$ cat src/rtl/control_prog_pkg.sv
// Shared types for the programmable controller: opcode encoding, FSM states
// and the instruction-width helper.
package control_prog_pkg;

  typedef enum logic [3:0] {
    OP_ADD  = 4'h0,
    OP_SUB  = 4'h1,
    OP_AND  = 4'h2,
    OP_OR   = 4'h3,
    OP_LD   = 4'h4,
    OP_ST   = 4'h5,
    OP_LDI  = 4'h6,
    OP_OUT  = 4'h7,
    OP_MOV  = 4'h8,
    OP_JMP  = 4'h9,
    OP_JZ   = 4'hA,
    OP_JC   = 4'hB,
    OP_XOR  = 4'hC,
    OP_IN   = 4'hD,
    OP_NOP  = 4'hE,
    OP_HALT = 4'hF
  } opcode_t;

  typedef enum logic [2:0] {
    ST_IDLE,
    ST_LOAD,
    ST_FETCH,
    ST_EXEC,
    ST_HALT
  } state_t;

  // Instruction word is {opcode[3:0], operand[dw-1:0]}.
  function automatic int instr_width(input int dw);
    return 4 + dw;
  endfunction

endpackage

$ cat src/rtl/prog_alu.sv
// Combinational ALU for the two-register accumulator machine. Carry/borrow is
// the top bit of a (DW+1)-bit result; logic ops always produce carry 0.
module prog_alu
  import control_prog_pkg::*;
#(
  parameter int DW = 8
) (
  input  logic [3:0]    op,
  input  logic [DW-1:0] y,
  input  logic [DW-1:0] y1,
  output logic [DW-1:0] result,
  output logic          carry,
  output logic          zero
);

  logic [DW:0] wide;

  always_comb begin
    wide = '0;
    case (opcode_t'(op))
      OP_ADD:  wide = {1'b0, y} + {1'b0, y1};
      OP_SUB:  wide = {1'b0, y} - {1'b0, y1};
      OP_AND:  wide = {1'b0, y & y1};
      OP_OR:   wide = {1'b0, y | y1};
      OP_XOR:  wide = {1'b0, y ^ y1};
      default: wide = '0;
    endcase
  end

  assign result = wide[DW-1:0];
  assign carry  = wide[DW];
  assign zero   = (wide[DW-1:0] == '0);

endmodule

$ cat src/rtl/control_prog_gen.sv
// Loadable-program accumulator controller: handshaked program loader, fetch/execute
// FSM (two cycles per instruction), data memory, flags and an output port.
module control_prog_gen
  import control_prog_pkg::*;
#(
  parameter int DW  = 8,
  parameter int AW  = 5,
  parameter int DMW = 4
) (
  input  logic          clk,
  input  logic          reset_n,
  input  logic          load_en,
  input  logic          load_valid,
  input  logic [DW+3:0] load_data,
  input  logic          start,
  input  logic [DW-1:0] portin,
  output logic [DW-1:0] portout,
  output logic          out_valid,
  output logic          busy,
  output logic          halted,
  output logic [AW-1:0] pc
);

  localparam int IW = instr_width(DW);

  state_t state_reg, state_next;

  logic [AW-1:0] pc_reg;
  logic [IW-1:0] ir_reg;
  logic [DW-1:0] y_reg, y1_reg;
  logic          z_reg, c_reg;
  logic [DW-1:0] portout_reg;
  logic          out_valid_reg;
  logic [AW-1:0] load_ptr_reg;
  logic [DW-1:0] dm_rd_reg;

  logic [IW-1:0] pm [0:(2**AW)-1];
  logic [DW-1:0] dm [0:(2**DMW)-1];

  logic [IW-1:0]  pm_word;
  opcode_t        ir_op;
  logic [DW-1:0]  ir_opd;
  logic [DMW-1:0] ir_dma;
  logic [AW-1:0]  ir_tgt;
  logic [DW-1:0]  alu_result;
  logic           alu_carry, alu_zero;
  logic           pm_we, dm_we;

  assign pm_word = pm[pc_reg];
  assign ir_op   = opcode_t'(ir_reg[IW-1 -: 4]);
  assign ir_opd  = ir_reg[DW-1:0];
  assign ir_dma  = ir_opd[DMW-1:0];
  assign ir_tgt  = ir_opd[AW-1:0];

  prog_alu #(.DW(DW)) u_alu (
    .op     (ir_reg[IW-1 -: 4]),
    .y      (y_reg),
    .y1     (y1_reg),
    .result (alu_result),
    .carry  (alu_carry),
    .zero   (alu_zero)
  );

  always_ff @(posedge clk or negedge reset_n) begin
    if (!reset_n) state_reg <= ST_IDLE;
    else          state_reg <= state_next;
  end

  always_comb begin
    state_next = state_reg;
    case (state_reg)
      ST_IDLE, ST_HALT: begin
        if (load_en)    state_next = ST_LOAD;
        else if (start) state_next = ST_FETCH;
      end
      ST_LOAD:  if (!load_en) state_next = ST_IDLE;
      ST_FETCH: state_next = ST_EXEC;
      ST_EXEC:  state_next = (ir_op == OP_HALT) ? ST_HALT : ST_FETCH;
      default:  state_next = ST_IDLE;
    endcase
  end

  // Gating with reset_n keeps an asserted reset from completing a pending write.
  assign pm_we = reset_n && (state_reg == ST_LOAD) && load_valid;
  assign dm_we = reset_n && (state_reg == ST_EXEC) && (ir_op == OP_ST);

  always_ff @(posedge clk) begin
    if (pm_we) pm[load_ptr_reg] <= load_data;
    if (dm_we) dm[ir_dma] <= y_reg;
  end

  always_ff @(posedge clk or negedge reset_n) begin
    if (!reset_n) begin
      pc_reg        <= '0;
      ir_reg        <= '0;
      y_reg         <= '0;
      y1_reg        <= '0;
      z_reg         <= 1'b0;
      c_reg         <= 1'b0;
      portout_reg   <= '0;
      out_valid_reg <= 1'b0;
      load_ptr_reg  <= '0;
      dm_rd_reg     <= '0;
    end else begin
      out_valid_reg <= 1'b0;
      case (state_reg)
        ST_IDLE, ST_HALT: begin
          if (load_en)    load_ptr_reg <= '0;
          else if (start) pc_reg <= '0;
        end
        ST_LOAD: begin
          if (load_valid) load_ptr_reg <= load_ptr_reg + 1'b1;
        end
        ST_FETCH: begin
          ir_reg    <= pm_word;
          // Data memory is read a cycle early so LD sees a registered value in EXEC.
          dm_rd_reg <= dm[pm_word[DMW-1:0]];
          pc_reg    <= pc_reg + 1'b1;
        end
        ST_EXEC: begin
          case (ir_op)
            OP_ADD, OP_SUB, OP_AND, OP_OR, OP_XOR: begin
              y_reg <= alu_result;
              z_reg <= alu_zero;
              c_reg <= alu_carry;
            end
            OP_LD: begin
              y_reg <= dm_rd_reg;
              z_reg <= (dm_rd_reg == '0);
            end
            OP_LDI: begin
              y_reg <= ir_opd;
              z_reg <= (ir_opd == '0);
            end
            OP_IN: begin
              y_reg <= portin;
              z_reg <= (portin == '0);
            end
            OP_OUT: begin
              portout_reg   <= y_reg;
              out_valid_reg <= 1'b1;
            end
            OP_MOV: y1_reg <= y_reg;
            OP_JMP: pc_reg <= ir_tgt;
            OP_JZ:  if (z_reg) pc_reg <= ir_tgt;
            OP_JC:  if (c_reg) pc_reg <= ir_tgt;
            default: ;
          endcase
        end
        default: ;
      endcase
    end
  end

  assign portout   = portout_reg;
  assign out_valid = out_valid_reg;
  assign busy      = (state_reg == ST_FETCH) || (state_reg == ST_EXEC);
  assign halted    = (state_reg == ST_HALT);
  assign pc        = pc_reg;

endmodule

$ cat config.mk
export PLATFORM = sky130hd
export DESIGN_NAME = control_prog_gen
export DESIGN_NICKNAME = d
export VERILOG_FILES = /design/src/rtl/control_prog_pkg.sv /design/src/rtl/prog_alu.sv /design/src/rtl/control_prog_gen.sv
export SDC_FILE = /design/constraint.sdc
export NUM_CORES = 1
export LEC_CHECK = 0
export ABC_CLOCK_PERIOD_IN_PS = 6800
export BUFFER_PORTS_ARGS = -buffer_cell sky130_fd_sc_hd__buf_2
export CAP_MARGIN = 20
export CORE_MARGIN = 4
export CORE_UTILIZATION = 50
export CTS_CLUSTER_SIZE = 14
export DETAILED_ROUTE_END_ITERATION = 8
export PLACE_DENSITY = 0.68
export SKIP_LAST_GASP = 1
export SYNTH_ARGS = -nofsm -noshare
export SYNTH_HDL_FRONTEND = slang
export SYNTH_SLANG_ARGS = --single-unit
$ cat constraint.sdc
create_clock -name clk -period 6.8 [get_ports clk]
set_input_delay 1.7 -clock clk [delete_from_list [all_inputs] [get_ports clk]]
set_output_delay 1.7 -clock clk [all_outputs]
set_load 0.05 [all_outputs]
Word level (Yosys, flattened, before mapping)

Memories as Yosys holds them, arrays and structs flattened. A register that Yosys moved wholly into a read port is not among the register bits.
Cells that the tools add are included.

Add/subtract/negate cells: 4
Equal/unequal tests: 27
Muxes and demuxes: 23
Bitwise logic cells: 3
Reduce and logical (&&, ||, !) cells: 24

Operators with widths:

| kind                                          | number |
|---|---|
| case mux 9 bit (5 select lines)               | 1 |
| zero test 8 bit                               | 4 |
| case mux 8 bit (4 select lines)               | 1 |
| two-way mux 5 bit                             | 6 |
| case mux 5 bit (3 select lines)               | 2 |
| == test 4 bit, second input constant          | 7 |
| == test 4 x 3 -> 1 bit, second input constant | 4 |
| two-way mux 3 bit                             | 4 |
| case mux 3 bit (4 select lines)               | 1 |
| adder 5 x 1 -> 5 bit, second input constant   | 2 |
| != test 2 bit, second input constant          | 5 |
| case mux 5 bit (2 select lines)               | 1 |
| AND reduction 2 bit                           | 5 |
| adder 8 x 8 -> 9 bit                          | 1 |
| != test 3 bit, second input constant          | 3 |
| subtractor 8 x 8 -> 9 bit                     | 1 |
| bitwise AND 8 bit                             | 1 |
| == test 4 x 2 -> 1 bit, second input constant | 2 |
| bitwise OR 8 bit                              | 1 |
| XOR 8 bit                                     | 1 |
| == test 3 x 2 -> 1 bit, second input constant | 2 |
| two-way mux 1 bit                             | 6 |
| AND reduction 6 bit                           | 1 |
| OR reduction 5 bit                            | 1 |
| other kinds (15)                              | 18 |

Flip-flop bits (word level): 52
RAM bits: 512
Input port bits: 25
Output and inout port bits: 16
Logic and storage cells: 93
Memories kept: 2

Memory list:

| name | words | bits a word | rd ports | clocked after Yosys merged registers in | wr ports | line                   | RTL |
|---|---|---|---|---|---|---|---|
| pm   | 32    | 12          | 1        | 0                                       | 1        | control_prog_gen.sv:37 | `logic [IW-1:0] pm [0:(2**AW)-1];` |
| dm   | 16    | 8           | 1        | 1                                       | 1        | control_prog_gen.sv:38 | `logic [DW-1:0] dm [0:(2**DMW)-1];` |

Logic depth before layout (Yosys ltp)

Depth in word-level cells: 5
Depth in mapped cells: 17
Gate-level depth less buffers: 15

Cells and area by module

Synthesis repeated with hierarchy kept, for this count alone.

Cell total of the unflattened synthesis: 1326
Area, all modules: 23716.5 um^2

Modules (own cells, without submodules):

| module           | times used | cells each | area an instance (um^2) | sequential area each (um^2) |
|---|---|---|---|---|
| control_prog_gen | 1          | 1177       | 22643.0                 | 16876.2 |
| prog_alu         | 1          | 149        | 1073.5                  | 0.0 |

Worst setup path after synthesis

Ideal clock, no wire load.

Path type: register to output
Start point: register state_reg[0]
End point: output halted
Data arrival time: 1.891 ns
Data required time: 5.100 ns
Setup slack: 3.209 ns
Cell stages (with the launch flop): 4
Path buffers: 2
Cells stage by stage: dfrtp_1 clkbuf_1 clkbuf_1 nor3b_1

Word-level cells in the longest chain between the ends: 1

Ends and longest elaborated chain:

| element                  | line                    | RTL |
|---|---|---|
| start: declaration       | control_prog_gen.sv:26  | `state_t state_reg, state_next;` |
| start signal: assignment | control_prog_gen.sv:66  | `else state_reg <= state_next;` |
| == test 3 bit            | control_prog_gen.sv:158 | `assign halted = (state_reg == ST_HALT);` |
| end: declaration         | control_prog_gen.sv:20  | `output logic halted,` |

No other way between the ends.

Worst setup path after layout

Start point: register pc_reg[0] (netlist: pc[0])
End point: register dm_rd_reg[0] (read register of dm)

Word-level cells in the longest chain between the ends: 1

Ends and longest elaborated chain:

| element                   | line                    | RTL |
|---|---|---|
| start: declaration        | control_prog_gen.sv:28  | `logic [AW-1:0] pc_reg;` |
| start signal: assignment  | control_prog_gen.sv:118 | `pc_reg <= pc_reg + 1'b1;` |
| start signal: assignment  | control_prog_gen.sv:144 | `OP_JMP: pc_reg <= ir_tgt;` |
| start signal: assignment  | control_prog_gen.sv:145 | `OP_JZ: if (z_reg) pc_reg <= ir_tgt;` |
| memory read (32 x 12 bit) | n/a                     |  |
| end: declaration          | control_prog_gen.sv:35  | `logic [DW-1:0] dm_rd_reg;` |

No other way between the ends.
A chain may end at the register's enable or synchronous reset.

==> results.cfg <==
[outcome]
outcome = finished, final reports clean

[final_layout]
syn2layout_area_growth_pct = 11.6
largest_reg_flops = 384
final_layout_size_suffix_gt1_frac = 0.168
final_nets = 1518

[drt]
dr.pass1.iters = 7
wl_um = 52800
detail_route.wl_per_cell_um = 25.0
drtIter0Drc = 1478
vias = 12800
via_per_inst = 6.05
drc_errors = 0
ant_nets = 0

[sta]
tns_ps = 0
finalHoldViolations = 0
setup_violations = 0
finalCriticalPeriod_ps = 4390
fmax_ghz = 0.228
drv_slew = 0
tightest_slew_ps = 1090
rsz0062_at_grt = false
slew-limit-headroom = 0.268
period_share = 0.646
hold_ws_ps = 501
skew_ps = 21.1

[die]
num_rows = 79
io_pins = 41
core_mm2 = 0.0466
die_y_um = 225
die-area_mm2 = 0.0506
die_w_um = 225
initial_core_util = 0.506

[clock_tree]
post_cts_buffers = 0
clock-root-buffer = clkbuf_16
cts.sinks = 572
clk_path_buf_depth = 3
cts_made_buffers = 55
cts_repair_resize_count = 0
h-tree-depth = 2
cts_hold_buf = 0
cts.clk_slew.worst_paths_ps = 60
clock_latency_ps = 620
cts_tree = built

[synth]
yosysWarnings = 0
syn_area_mm2 = 0.0235
synth.area.top_cells = edfxtp_1 65%, mux4_2 6.4%, dfrtp_1 6.4%
synth.avg_cell_area_um2 = 16.8
synth_top_area_share = 0.653
ys_types = 56
ys_top_cells_by_count = 512 x edfxtp_1, 134 x mux2i_1, 84 x nand2_1
syn_nets = 1454
synth.largest_area_cell = edfxtp_1
ys_seq_elements = 572
synthFlopType = edfxtp_1
synth-edff-count = 512
yosysMostFrequentCell = edfxtp_1
syn-instance-count = 1398
ys_async_sr_fraction = 0.105
ys_seq_area_frac = 0.717

[global_route]
use_met3 = 0.0422
grt_util_met2 = 0.325
use_met1 = 0.308
grt-busiest-layer = met2
antenna_found_initial = 2
grt_pass1_wl_um = 80600
grt_pass1_vias = 12900
grt_max_degree = 68
grt_usage = 0.210
grt_overflow_total = 0

[critical_path]
cp-startpoint = pc[0]
r2r_slack_ps = 2410
start_kind = register
critPathCaptureType = register
crit_arrival_ps = 4890
cp_max_fo = 52
crit_required_ps = 7290
crit_end = dm_rd_reg[0]
r2r_end = dm_rd_reg[0]
reg2reg_depth = 10
r2r_start = pc[0]
critPathKind = reg2reg

[placed_design]
place.gp.congestion = 0.848
port-buffer-count = 40
hpwl_um = 33000

[run]
cap_violations = 0

[pwr]
leakagePower_nw = 8.89
power_density_mw_per_mm2 = 427
peakVddDrop_v = 0.000322

[min_path]
hold_class = reg2reg
==> metal layers <==
layer  vias to the layer above  wire, um
met5                         -        13
met3                        86      3700
li1                       5682         -
met1                      6532     23100
met2                       474     24700
met4                         2      1300
==> cells by family after synthesis <==
| logic type | after synthesis | share of synthesized area |
|---|---|---|
| xor+xnor | 17 | 0.00633 |
| buf+inv | 104 | 0.0208 |
| compound gates | 219 | 0.0637 |
| simple gates | 235 | 0.0451 |
| flops | 572 | 0.717 |
| fa+ha+maj | 31 | 0.0168 |
| mux | 220 | 0.130 |
==> where the power goes <==
part	total [mW]	switching (mW)	internal (mW)
Combinational	3.62	2.13	1.49
Clock	3.04	1.29	1.76
Sequential	4.56	0.465	4.10
Total	11.2	3.88	7.34
==> worst max-delay path, cell delays in order (launching register included) <==
cell,delay (ps)
dfrtp_4,900
mux4_2,610
and2_0,170
a2111oi_0,570
a41oi_1,180
nand2_4,740
buf_4,410
mux2i_1,290
a22oi_1,130
nand3_1,150
nand2_1,60
==> how the worst min path moves through the flow <==
stage / startpoint / to / slack, ps / cells past startpoint
finish: portout[7] / portout[7] / 500 / 1
global route: portout[5] / portout[5] / 530 / 1
CTS: portout[7] / portout[7] / 510 / 1
detailed placement: portout[7] / portout[7] / 490 / 1
global placement: portout[1] / portout[1] / 480 / 1
floorplan: ir_reg[5] / ir_reg[5] / 470 / 2
==> final cells by class <==
type,instances,area (um2)
Inverter,31,116
Tap cell,607,759
Timing Repair Buffer,80,528
Fill cell,3507,20300
Antenna cell,1,2.50
Multi-Input combinational cell,722,6180
Sequential cell,572,16900
Clock inverter,23,277
Clock buffer,76,1530
==> through the flow <==
stage	utilization	power, mW	instance area [um2]	setup slack [ps]	cells
global placement	0.521	8.16	24300	2280	1988
floorplan	-	7.21	23500	3210	1398
global route	0.564	11.8	26300	2080	2111
finish	0.564	11.2	26300	2410	2112
detailed placement	0.521	8.22	24300	2220	1989
CTS	0.560	11.3	26100	2160	2088
==> layout by cell type, fill, tap and decap left out, drive strengths merged, types with 39 or more instances in the layout <==
master  netlist  routed
a21oi        39      39
buf          33      78
clkbuf       40      78
dfrtp        60      60
edfxtp      512     512
mux2i       135     135
mux4         67      67
nand2        84      84
nor2         76      76
o21ai        42      42
(Power assumes the default switching activity.)
